**config.mk**
```make
export PLATFORM = sky130hd
export DESIGN_NAME = instr_fetch_unit
export DESIGN_NICKNAME = d
export VERILOG_FILES = /design/src/rtl/fetch_pkg.sv /design/src/rtl/fetch_timeout_ctr.sv /design/src/rtl/instr_fetch_unit.sv
export SDC_FILE = /design/constraint.sdc
export NUM_CORES = 1
export LEC_CHECK = 0
export ABC_AREA = 1
export BUFFER_PORTS_ARGS = -buffer_cell sky130_fd_sc_hd__clkbuf_2
export CORE_MARGIN = 2
export CORE_UTILIZATION = 31
export CTS_CLUSTER_DIAMETER = 150
export DETAILED_ROUTE_END_ITERATION = 7
export PLACE_DENSITY = 0.56
export SKIP_CTS_REPAIR_TIMING = 1
export SYNTH_ARGS = -nofsm -noshare
export SYNTH_HDL_FRONTEND = slang
export SYNTH_HIERARCHICAL = 1
export SYNTH_SLANG_ARGS = --single-unit
```
**constraint.sdc**
```tcl
create_clock -name CLK -period 4.29 [get_ports CLK]
set_input_delay 0.2145 -clock CLK [delete_from_list [all_inputs] [get_ports CLK]]
set_output_delay 0.2145 -clock CLK [all_outputs]
set_load 0.005 [all_outputs]
```
**src/rtl/fetch_pkg.sv**
```systemverilog
// Shared encodings for the instruction fetch unit: FSM states, fault causes
// and the instruction size used for the alignment check.
package fetch_pkg;

    typedef enum logic [1:0] {
        ST_BOOT  = 2'b00,
        ST_FETCH = 2'b01,
        ST_HOLD  = 2'b10,
        ST_FAULT = 2'b11
    } fetch_state_e;

    typedef enum logic [1:0] {
        FC_NONE     = 2'b00,
        FC_MISALIGN = 2'b01,
        FC_TIMEOUT  = 2'b10
    } fault_cause_e;

    localparam int INSTR_BYTES = 4;

    // A target is misaligned when any byte-offset bit below the word size is set.
    function automatic logic is_misaligned(input logic [1:0] addr_lsb);
        logic [1:0] mask;
        mask = 2'(INSTR_BYTES - 1);
        return (addr_lsb & mask) != 2'b00;
    endfunction

endpackage

```
**src/rtl/fetch_timeout_ctr.sv**
```systemverilog
// Counts cycles a fetch request waits without acknowledge and flags the edge
// on which the wait reaches MAX_WAIT cycles.
module fetch_timeout_ctr #(
    parameter int MAX_WAIT = 15
) (
    input  logic clk,
    input  logic rst,
    input  logic clear,
    input  logic enable,
    output logic expired
);

    localparam int CNT_W = $clog2(MAX_WAIT + 1);

    logic [CNT_W-1:0] cnt_q;
    logic [CNT_W-1:0] cnt_d;

    always_comb begin
        cnt_d = cnt_q;
        if (clear) begin
            cnt_d = '0;
        end else if (enable && (cnt_q != CNT_W'(MAX_WAIT))) begin
            cnt_d = cnt_q + 1'b1;
        end
    end

    // Expiry fires on the edge that would make the count reach MAX_WAIT, so the
    // request has then been high for exactly MAX_WAIT cycles without an ack.
    always_comb begin
        expired = enable && !clear && (cnt_q == CNT_W'(MAX_WAIT - 1));
    end

    always_ff @(posedge clk or posedge rst) begin
        if (rst) begin
            cnt_q <= '0;
        end else begin
            cnt_q <= cnt_d;
        end
    end

endmodule

```
**src/rtl/instr_fetch_unit.sv**
```systemverilog
// Architectural PC register and instruction fetch sequencer: loads NextPC on
// advance, fetches the word over req/ack and hands it to decode with a valid.
module instr_fetch_unit
    import fetch_pkg::*;
#(
    parameter int              ADDR_W   = 64,
    parameter int              INSTR_W  = 32,
    parameter logic [ADDR_W-1:0] RESET_PC = '0,
    parameter int              MAX_WAIT = 15
) (
    input  logic               CLK,
    input  logic               Reset,
    input  logic [ADDR_W-1:0]  NextPC,
    input  logic               advance,
    output logic [ADDR_W-1:0]  CurrentPC,
    output logic [INSTR_W-1:0] instr,
    output logic               instr_valid,
    output logic               imem_req,
    output logic [ADDR_W-1:0]  imem_addr,
    input  logic               imem_ack,
    input  logic [INSTR_W-1:0] imem_rdata,
    output logic               fetch_fault,
    output logic [1:0]         fault_cause,
    output fetch_state_e       state_dbg
);

    // Memory handshake: imem_req is registered and, while high, imem_addr is
    // stable; a transfer completes on the first rising edge where imem_req and
    // imem_ack are both high. imem_ack while imem_req is low is ignored.

    fetch_state_e       state_q, state_d;
    logic [ADDR_W-1:0]  pc_q, pc_d;
    logic [ADDR_W-1:0]  addr_q, addr_d;
    logic [INSTR_W-1:0] instr_q, instr_d;
    logic               valid_q, valid_d;
    logic               req_q, req_d;
    logic               fault_q, fault_d;
    fault_cause_e       cause_q, cause_d;

    logic tmo_clear;
    logic tmo_enable;
    logic tmo_expired;

    fetch_timeout_ctr #(
        .MAX_WAIT (MAX_WAIT)
    ) u_timeout (
        .clk     (CLK),
        .rst     (Reset),
        .clear   (tmo_clear),
        .enable  (tmo_enable),
        .expired (tmo_expired)
    );

    always_comb begin
        state_d    = state_q;
        pc_d       = pc_q;
        addr_d     = addr_q;
        instr_d    = instr_q;
        valid_d    = valid_q;
        req_d      = req_q;
        fault_d    = fault_q;
        cause_d    = cause_q;
        tmo_clear  = 1'b1;
        tmo_enable = 1'b0;

        unique case (state_q)
            ST_BOOT: begin
                state_d = ST_FETCH;
                req_d   = 1'b1;
                addr_d  = pc_q;
            end

            ST_FETCH: begin
                tmo_clear  = imem_ack;
                tmo_enable = !imem_ack;
                // Ack wins over a timeout landing on the same edge.
                if (imem_ack) begin
                    instr_d = imem_rdata;
                    valid_d = 1'b1;
                    req_d   = 1'b0;
                    state_d = ST_HOLD;
                end else if (tmo_expired) begin
                    req_d   = 1'b0;
                    fault_d = 1'b1;
                    cause_d = FC_TIMEOUT;
                    state_d = ST_FAULT;
                end
            end

            ST_HOLD: begin
                if (advance) begin
                    pc_d    = NextPC;
                    valid_d = 1'b0;
                    if (is_misaligned(NextPC[1:0])) begin
                        fault_d = 1'b1;
                        cause_d = FC_MISALIGN;
                        state_d = ST_FAULT;
                    end else begin
                        req_d   = 1'b1;
                        addr_d  = NextPC;
                        state_d = ST_FETCH;
                    end
                end
            end

            ST_FAULT: begin
                req_d   = 1'b0;
                valid_d = 1'b0;
            end

            default: begin
                state_d = ST_FAULT;
                req_d   = 1'b0;
                valid_d = 1'b0;
            end
        endcase
    end

    always_ff @(posedge CLK or posedge Reset) begin
        if (Reset) begin
            state_q <= ST_BOOT;
            pc_q    <= RESET_PC;
            addr_q  <= RESET_PC;
            instr_q <= '0;
            valid_q <= 1'b0;
            req_q   <= 1'b0;
            fault_q <= 1'b0;
            cause_q <= FC_NONE;
        end else begin
            state_q <= state_d;
            pc_q    <= pc_d;
            addr_q  <= addr_d;
            instr_q <= instr_d;
            valid_q <= valid_d;
            req_q   <= req_d;
            fault_q <= fault_d;
            cause_q <= cause_d;
        end
    end

    assign CurrentPC   = pc_q;
    assign instr       = instr_q;
    assign instr_valid = valid_q;
    assign imem_req    = req_q;
    assign imem_addr   = addr_q;
    assign fetch_fault = fault_q;
    assign fault_cause = cause_q;
    assign state_dbg   = state_q;

endmodule

```
==> impl_metrics.json, run 1 <==
{
  "status": "finished with violations",
  "violations": "hold timing",
  "die_x_um": 160,
  "clk_path_buf_depth": 2,
  "path_cells": "inv_1 -> ha_4 -> nand2_4 -> o21ai_2 -> nand2_8 -> nand2_1 -> o21ai_2",
  "die_h_um": 160,
  "netlist_instances": 861,
  "grt_pass1_vias": 5938,
  "slew-limit-headroom_pct": 29.2,
  "hold_path_depth": 3,
  "path_buf_inv": 1,
  "die_area_um2": 25700,
  "drt-total-wl_mm": 19.7,
  "tns_ps": 0,
  "clkSlewWorstSetupHoldPaths_ps": 70,
  "cp_slowest_cell": "ha_4",
  "grt_pass1_wl_mm": 31.5,
  "seqCellArea_um2": 4280,
  "timing.hold.ws_ps": -16.3,
  "synth_warnings": 6,
  "clk_latency_ps": 430,
  "globalRouteOverflowTotal": 0,
  "drt_iter0_markers": 440,
  "portBuffers": 266,
  "gp_congestion": 0.746,
  "fin_skew_ps": 10.7,
  "worstPathArrival_ps": 3280,
  "fill_cells": 2442,
  "vias_per_cell": 4.32,
  "cts_tree": "yes",
  "crit_fanout": 128,
  "grt_max_degree": 129,
  "min_period_ps": 3000,
  "drive_above_1_share_pct": 32.0,
  "cp-end-kind": "flop",
  "dr.pass1.iters": 5,
  "peakVddDrop_mv": 0.464,
  "core_um2": 24200,
  "yosys_register_bits": 171,
  "hpwl_mm": 13.4,
  "drv_cap": 0,
  "yosys-top-cells-area": "dfrtp_1 (57%), nand2_1 (16%), o21ai_0 (8.7%)",
  "synth_area_um2": 7570,
  "synth.largest_area_cell": "dfrtp_1",
  "initial_core_util_pct": 31.3,
  "io_pins": 267,
  "clock-root-buffer": "clkbuf_16",
  "antenna_found_initial": 1,
  "critPathLaunchType": "flop",
  "crit_cells": 7,
  "drc": 0,
  "synth_nets": 969,
  "ant_nets": 0,
  "worstPathRequired_ps": 4570,
  "min_path_type": "primary input to flop",
  "ys_seq_area_share_pct": 56.5,
  "worst-setup-path-type": "flop to flop",
  "crit_top_cell": "o21ai_2",
  "post_drt_wl_per_cell_um": 13.4,
  "htreeDepth": 4,
  "synth_common_cells": "nand2_1 (319), dfrtp_1 (171), o21ai_0 (131)",
  "dp.cells": 1407,
  "drv_slew": 0,
  "fin_crit_sh_pct": 69.9,
  "synthArstFlopShare_pct": 100,
  "rsz0062_at_grt": "no",
  "area_delta_synth_final_pct": 30.6,
  "vias": 6322,
  "multiInputGateArea_um2": 2680,
  "synth_enable_flop_cells": 0,
  "power.leakage_nw": 5.31,
  "cpPeakStageDelay_ps": 550,
  "clock-sinks": 171,
  "synth_most_common_cell": "nand2_1",
  "grtUsageTotal_pct": 15.3,
  "synth_top_area_share_pct": 56.5,
  "reg2reg_depth": 7,
  "hold_violations": 6,
  "setup_viol": 0,
  "power_density_nw_per_um2": 725,
  "fin_cells": 1464,
  "ys.flop_type": "dfrtp_1",
  "fin_nets": 1234,
  "p_total_w": 0.00718,
  "yosys.cell_types.count": 17,
  "cts_inserted_buffers": 17,
  "postSynthAreaPerCell_um2": 8.79,
  "max_freq_mhz": 334,
  "rows": 57,
  "crit_family": "simple AND/OR/NAND/NOR gates",
  "tightest_slew_ps": 1060
}
-- layout make-up --
class	count	area share, %
Antenna cell	1	0.0253
Clock buffer	19	4.48
Clock inverter	13	1.37
Inverter	85	3.28
Multi-Input combinational cell	556	27.1
Sequential cell	171	43.3
Tap cell	324	4.10
Timing Repair Buffer	295	16.4
-- through the flow --
stage	utilization [%]	instance area [um2]	setup WS [ps]
2_1_floorplan	-	7570	1950
3_3_place_gp	37.5	9070	1400
3_5_place_dp	37.5	9070	1270
4_1_cts	39.9	9650	1280
5_1_grt	40.9	9890	945
6_report	40.9	9890	1290
-- cell families (layout without fill, tap and decap cells) --
logic type	after synthesis	count (layout)	share of synthesized area, %
other cells	0	1	0
simple gates	349	349	17.7
compound gates	198	198	15.8
fa+ha+maj	8	8	1.32
flops	171	171	56.5
buf+inv	134	412	8.49
xor+xnor	1	1	0.116
-- state kept, by name (all words and copies together) (netlist names) --
| register | count |
|---|---|
| instr | 32 |
| instr_valid | 1 |
| imem_addr | 64 |
| state_dbg | 2 |
| fault_cause | 2 |
| CurrentPC | 64 |
| fetch_fault | 1 |
| u_timeout/cnt_q | 4 |
| imem_req | 1 |
-- metal layers --
layer / share of wire [%] / global-route usage, %
met5: 0 / 0
met4: 1.9 / 5.16
met3: 6.1 / 4.26
met2: 46 / 23.4
met1: 46 / 21.0
-- worst register-to-register path: stages, from the launching register on --
cell     delay [ps]
dfrtp_1         440
inv_1           160
ha_4            550
nand2_4         420
o21ai_2         260
nand2_8         420
nand2_1         550
o21ai_2          70
-- final timing paths --
kind | start | to | slack (ps)
setup / recovery | state_dbg[0]$_DFFE_PP0P_ | imem_addr[15]$_DFFE_PP0P_ | 1290
hold reg to reg | imem_addr[34]$_DFFE_PP0P_ | imem_addr[34]$_DFFE_PP0P_ | 480
max in group asynchronous | Reset | imem_addr[34]$_DFFE_PP0P_ | 2770
hold / removal | imem_rdata[19] | instr[19]$_DFFE_PP0P_ | -20
setup reg to reg | state_dbg[0]$_DFFE_PP0P_ | imem_addr[15]$_DFFE_PP0P_ | 1290
min in group asynchronous | Reset | u_timeout/cnt_q[0]$_DFFE_PP0P_ | 240
-- power breakdown --
part / switching [W] / internal (W) / total, W
clock network: 0.000693 / 0.000832 / 0.00152
logic: 0.00169 / 0.00116 / 0.00285
registers: 0.000460 / 0.00234 / 0.00280
total: 0.00284 / 0.00434 / 0.00718
-- cells in the final DEF, fill, tap and decap left out --
master and count:
bufinv_16 1, nor2_1 11, nand3_1 12, clkbuf_1 1
xor2_1 1, ha_1 7, clkbuf_8 1, diode_2 1
inv_6 1, o21ai_2 55, dlygate4sd3_1 24, o21ai_1 12
clkbuf_2 266, buf_12 1, inv_8 3, clkinv_2 2
nand4_1 3, nand2_1 319, o21ai_0 131, clkbuf_16 17
nand2_2 2, clkinv_4 4, ha_4 1, nand2_4 1
nand2_8 1, inv_1 83, buf_4 4, clkinvlp_4 4
dfrtp_1 171
Power figures use the tool's default switching activity.
==> run 2: changes to the inputs <==
==> constraint.sdc (replaced) <==
create_clock -name CLK -period 2.45 [get_ports CLK]
set_input_delay 0.1225 -clock CLK [delete_from_list [all_inputs] [get_ports CLK]]
set_output_delay 0.1225 -clock CLK [all_outputs]
set_load 0.005 [all_outputs]
==> impl_metrics.json, run 2 (same netlist as run 1, synthesis figures left out) <==
{
  "grtUsageTotal_pct": 15.4,
  "globalRouteOverflowTotal": 0,
  "tns_ps": 0,
  "vias_per_cell": 4.30,
  "clock-sinks": 171,
  "antennaDiodeCount": 0,
  "gp_congestion": 0.782,
  "final_common_cell": "nand2_1",
  "cpPeakStageDelay_ps": 520,
  "power.leakage_nw": 5.64,
  "post_drt_wl_per_cell_um": 13.3,
  "slew-limit-headroom_pct": 57.0,
  "critPathLaunchType": "flop",
  "setup_viol": 0,
  "area_delta_synth_final_pct": 40.7,
  "timing.final.ws_setup_ps": 439,
  "max_freq_mhz": 497,
  "reg2reg_depth": 8,
  "drt_iter0_markers": 360,
  "ant_nets": 0,
  "portBuffers": 266,
  "die_area_um2": 25700,
  "io_pins": 267,
  "clock-root-buffer": "clkbuf_16",
  "dp_slack_ps": 432,
  "worst-setup-path-type": "flop to flop",
  "worstPathArrival_ps": 2320,
  "peakVddDrop_mv": 0.508,
  "htreeDepth": 4,
  "path_cells": "inv_1 -> ha_4 -> buf_4 -> nor2_1 -> nor2_1 -> nand3_1 -> nand2_1 -> nand2_1",
  "vias": 6603,
  "die_h_um": 160,
  "fin_skew_ps": 12.6,
  "clkSlewWorstSetupHoldPaths_ps": 70,
  "antenna_found_initial": 0,
  "tightest_slew_ps": 646,
  "hold_path_depth": 3,
  "min_path_type": "primary input to flop",
  "drive_above_1_share_pct": 30.7,
  "clk_path_buf_depth": 2,
  "hold_violations": 7,
  "grt_max_degree": 129,
  "grt_pass1_wl_mm": 31.9,
  "cts_tree": "yes",
  "path_buf_inv": 2,
  "status": "finished with violations",
  "ff2ff_setup_slack_ps": 440,
  "rows": 57,
  "drv_cap": 0,
  "initial_core_util_pct": 31.3,
  "clk_latency_ps": 420,
  "cp_slowest_cell": "buf_4",
  "fin_util_pct": 44.1,
  "rsz0062_at_grt": "no",
  "worstPathRequired_ps": 2760,
  "crit_cells": 8,
  "dp.cells": 1415,
  "final_cell_mix": "nand2_1 (319), clkbuf_2 (266), dfrtp_1 (171), o21ai_0 (131), dlygate4sd3_1 (88)",
  "fin_crit_sh_pct": 82.1,
  "drc": 0,
  "placed_area_um2": 9210,
  "violations": "hold timing",
  "power_density_nw_per_um2": 1210,
  "hpwl_mm": 13.6,
  "grt_pass1_vias": 6028,
  "drv_slew": 0,
  "fin_nets": 1306,
  "fin_area_um2": 10700,
  "min_period_ps": 2010,
  "drt-total-wl_mm": 20.5,
  "cp-end-kind": "flop",
  "core_um2": 24200,
  "fin_cells": 1535,
  "crit_fanout": 69,
  "dr.pass1.iters": 5,
  "die_x_um": 160,
  "cts_inserted_buffers": 17,
  "crit_family": "buffers and inverters",
  "timing.hold.ws_ps": -38.9
}
==> run 2: worst min-delay path: cells and delay by family <==
family                 cells  cell delay [ps]
buffers and inverters      2              130
AOI/OAI and AO/OA          1               80
==> run 2: power by group <==
group / internal [W] / switching, W / total [W]
sequential: 0.00410 / 0.000816 / 0.00491
combinational: 0.00230 / 0.00303 / 0.00533
clock: 0.00142 / 0.00122 / 0.00264
total: 0.00782 / 0.00506 / 0.0129
==> run 2: metrics by stage <==
step / power, W / hold WS (ps)
after global placement: 0.0101 / 51.2
after global routing: 0.0140 / 0.266
after CTS: 0.0130 / -400
after floorplan: 0.00818 / -111
after detailed placement: 0.0103 / 51.8
final: 0.0129 / -38.9
==> run 2: path summary, 6_finish.rpt <==
path,start,to
setup / recovery,state_dbg[0]$_DFFE_PP0P_,fault_cause[1]$_DFFE_PP0P_
hold / removal,NextPC[43],CurrentPC[43]$_DFFE_PP0P_
setup reg to reg,state_dbg[0]$_DFFE_PP0P_,fault_cause[1]$_DFFE_PP0P_
hold reg to reg,imem_req$_DFFE_PP0P_,imem_req$_DFFE_PP0P_
max in group asynchronous,Reset,CurrentPC[13]$_DFFE_PP0P_
min in group asynchronous,Reset,u_timeout/cnt_q[3]$_DFFE_PP0P_
==> run 2: cell type report <==
class	instances	area [um2]
clock buffer	18	429
clock inverter	14	136
fill	2367	13500
inverter	85	324
multi-input combinational	556	2680
sequential	171	4280
tap	324	405
timing repair buffer	367	2400
==> run 2: layer usage <==
metal  share of wire (%)  vias to the layer above  global-route usage [%]
met3                 5.9                       25                    4.49
li1                    -                     3381                       -
met5                   0                        -                       0
met2                  46                      203                    23.6
met4                 1.6                        0                    4.55
met1                  46                     2994                    21.1
==> run 3: changes to the inputs <==
==> constraint.sdc (replaced) <==
create_clock -name CLK -period 1.69 [get_ports CLK]
set_input_delay 0.0845 -clock CLK [delete_from_list [all_inputs] [get_ports CLK]]
set_output_delay 0.0845 -clock CLK [all_outputs]
set_load 0.005 [all_outputs]
==> impl_metrics.json, run 3 (same netlist as run 1, synthesis figures left out) <==
{
  "drt-total-wl_mm": 20.9,
  "drv_cap": 0,
  "setup_viol": 0,
  "drc": 0,
  "core_um2": 24200,
  "clock-sinks": 171,
  "drt_iter0_markers": 381,
  "worstPathArrival_ps": 1950,
  "rr_endpoint": "imem_addr[19]$_DFFE_PP0P_",
  "globalRouteOverflowTotal": 0,
  "hpwl_mm": 13.4,
  "fin_util_pct": 45.1,
  "ant_nets": 0,
  "wl_met1_mm": 9.55,
  "grtUsageTotal_pct": 15.4,
  "clock-root-buffer": "clkbuf_16",
  "clkSlewWorstSetupHoldPaths_ps": 70,
  "min_path_type": "primary input to flop",
  "grt_pass1_vias": 6073,
  "drive_above_1_share_pct": 32.0,
  "clk_path_buf_depth": 2,
  "timing.rr.start": "state_dbg[1]$_DFFE_PP0P_",
  "die_x_um": 160,
  "placed_area_um2": 9270,
  "fin_skew_ps": 7.56,
  "fin_nets": 1325,
  "hold_violations": 0,
  "clk_latency_ps": 410,
  "htreeDepth": 4,
  "fin_crit_sh_pct": 98.3,
  "max_freq_mhz": 602,
  "cp_slowest_cell": "dfrtp_1",
  "dp.cells": 1422,
  "portBuffers": 266,
  "cts_inserted_buffers": 17,
  "io_pins": 267,
  "fin_area_um2": 10900,
  "worst-setup-path-type": "flop to flop",
  "drv_slew": 0,
  "post_drt_wl_per_cell_um": 13.5,
  "path_cells": "buf_4 -> ha_4 -> o21ai_2 -> nand2_8 -> buf_16 -> nand2_1 -> o21ai_2",
  "wl_met2_mm": 10.0,
  "maxUsedRoutingLayer": "met4",
  "slew-limit-headroom_pct": 67.4,
  "reg2reg_depth": 7,
  "ff2ff_setup_slack_ps": 30,
  "die_area_um2": 25700,
  "timing.hold.ws_ps": 22.3,
  "dr.pass1.iters": 5,
  "cpPeakStageDelay_ps": 400,
  "rsz0062_at_grt": "yes",
  "vias_per_cell": 4.33,
  "worstPathRequired_ps": 1980,
  "antenna_found_initial": 0,
  "grt_pass1_wl_mm": 31.7,
  "wl_met3_mm": 1.12,
  "tightest_slew_ps": 489,
  "min_to": "CurrentPC[0]$_DFFE_PP0P_",
  "power_density_nw_per_um2": 1740,
  "timing.final.ws_setup_ps": 27.9,
  "dp_slack_ps": 34.3,
  "cts_tree": "yes",
  "critPathLaunchType": "flop",
  "cp-end-kind": "flop",
  "grt_max_degree": 129,
  "hp-start": "NextPC[0]",
  "final_common_cell": "nand2_1",
  "crit_fanout": 68,
  "min_period_ps": 1660,
  "fin_cells": 1554,
  "final_cell_mix": "nand2_1 (317), clkbuf_2 (266), dfrtp_1 (171), o21ai_0 (131), dlygate4sd3_1 (97)",
  "vias": 6725,
  "gp_congestion": 0.773,
  "die_h_um": 160,
  "status": "completed",
  "power.leakage_nw": 5.75,
  "antennaDiodeCount": 0,
  "fill_cells": 2349,
  "rows": 57,
  "crit_top_cell": "o21ai_2",
  "initial_core_util_pct": 31.3,
  "hold_path_depth": 3,
  "peakVddDrop_mv": 0.643,
  "area_delta_synth_final_pct": 44.1
}
[run 3: cell count changes in the layout (fill, tap and decap cells not counted), sizes merged]
| cell | before | now |
|---|---|---|
| buf | 13 | 22 |
| clkbuf | 284 | 286 |
| clkinv | 5 | 4 |
| clkinvlp | 5 | 4 |
| dlygate4sd3 | 88 | 97 |
| inv | 88 | 89 |
[run 3: worst max-delay path, delay by kind of cell (launching register included)]
family | cells | cell delay [ps]
AO/OA/AOI/OAI | 2 | 290
adder cells (fa/ha/maj) | 1 | 200
buffers and inverters | 2 | 370
flip-flops | 1 | 400
AND/OR/NAND/NOR | 2 | 210
[run 3: cell type report]
cell class / instances / area (um2) / share of cell area [%]
Timing Repair Buffer: 386 / 2620 / 24.0
Tap cell: 324 / 405 / 3.72
Clock buffer: 19 / 443 / 4.06
Sequential cell: 171 / 4280 / 39.2
Inverter: 85 / 324 / 2.97
Multi-Input combinational cell: 556 / 2700 / 24.8
Clock inverter: 13 / 133 / 1.22
[run 3: routing by layer]
layer	up-vias	track usage [%]
met2	192	25.0
met3	15	4.62
li1	3418	-
met4	0	4.14
met1	3100	20.0
met5	-	0
[run 3: worst max-delay path by stage]
stage / endpoint / startpoint / slack, ps
floorplan: CurrentPC[0]$_DFFE_PP0P_ / Reset / -520
global placement: imem_req$_DFFE_PP0P_ / state_dbg[1]$_DFFE_PP0P_ / 60
detailed placement: imem_req$_DFFE_PP0P_ / state_dbg[1]$_DFFE_PP0P_ / 30
CTS: imem_req$_DFFE_PP0P_ / state_dbg[1]$_DFFE_PP0P_ / 20
global route: imem_addr[23]$_DFFE_PP0P_ / state_dbg[0]$_DFFE_PP0P_ / -60
finish: imem_addr[19]$_DFFE_PP0P_ / state_dbg[1]$_DFFE_PP0P_ / 30
[run 3: power breakdown]
part	switching, W	internal (W)	total [W]
Sequential	0.00115	0.00594	0.00709
Clock	0.00176	0.00211	0.00387
Combinational	0.00452	0.00345	0.00798
[run 3: per-stage QoR]
step / total power (W) / setup TNS, ps
after global routing: 0.0205 / -1140
final: 0.0189 / 0
after floorplan: 0.0119 / -87050
after detailed placement: 0.0149 / 0
after global placement: 0.0147 / 0
after CTS: 0.0188 / 0
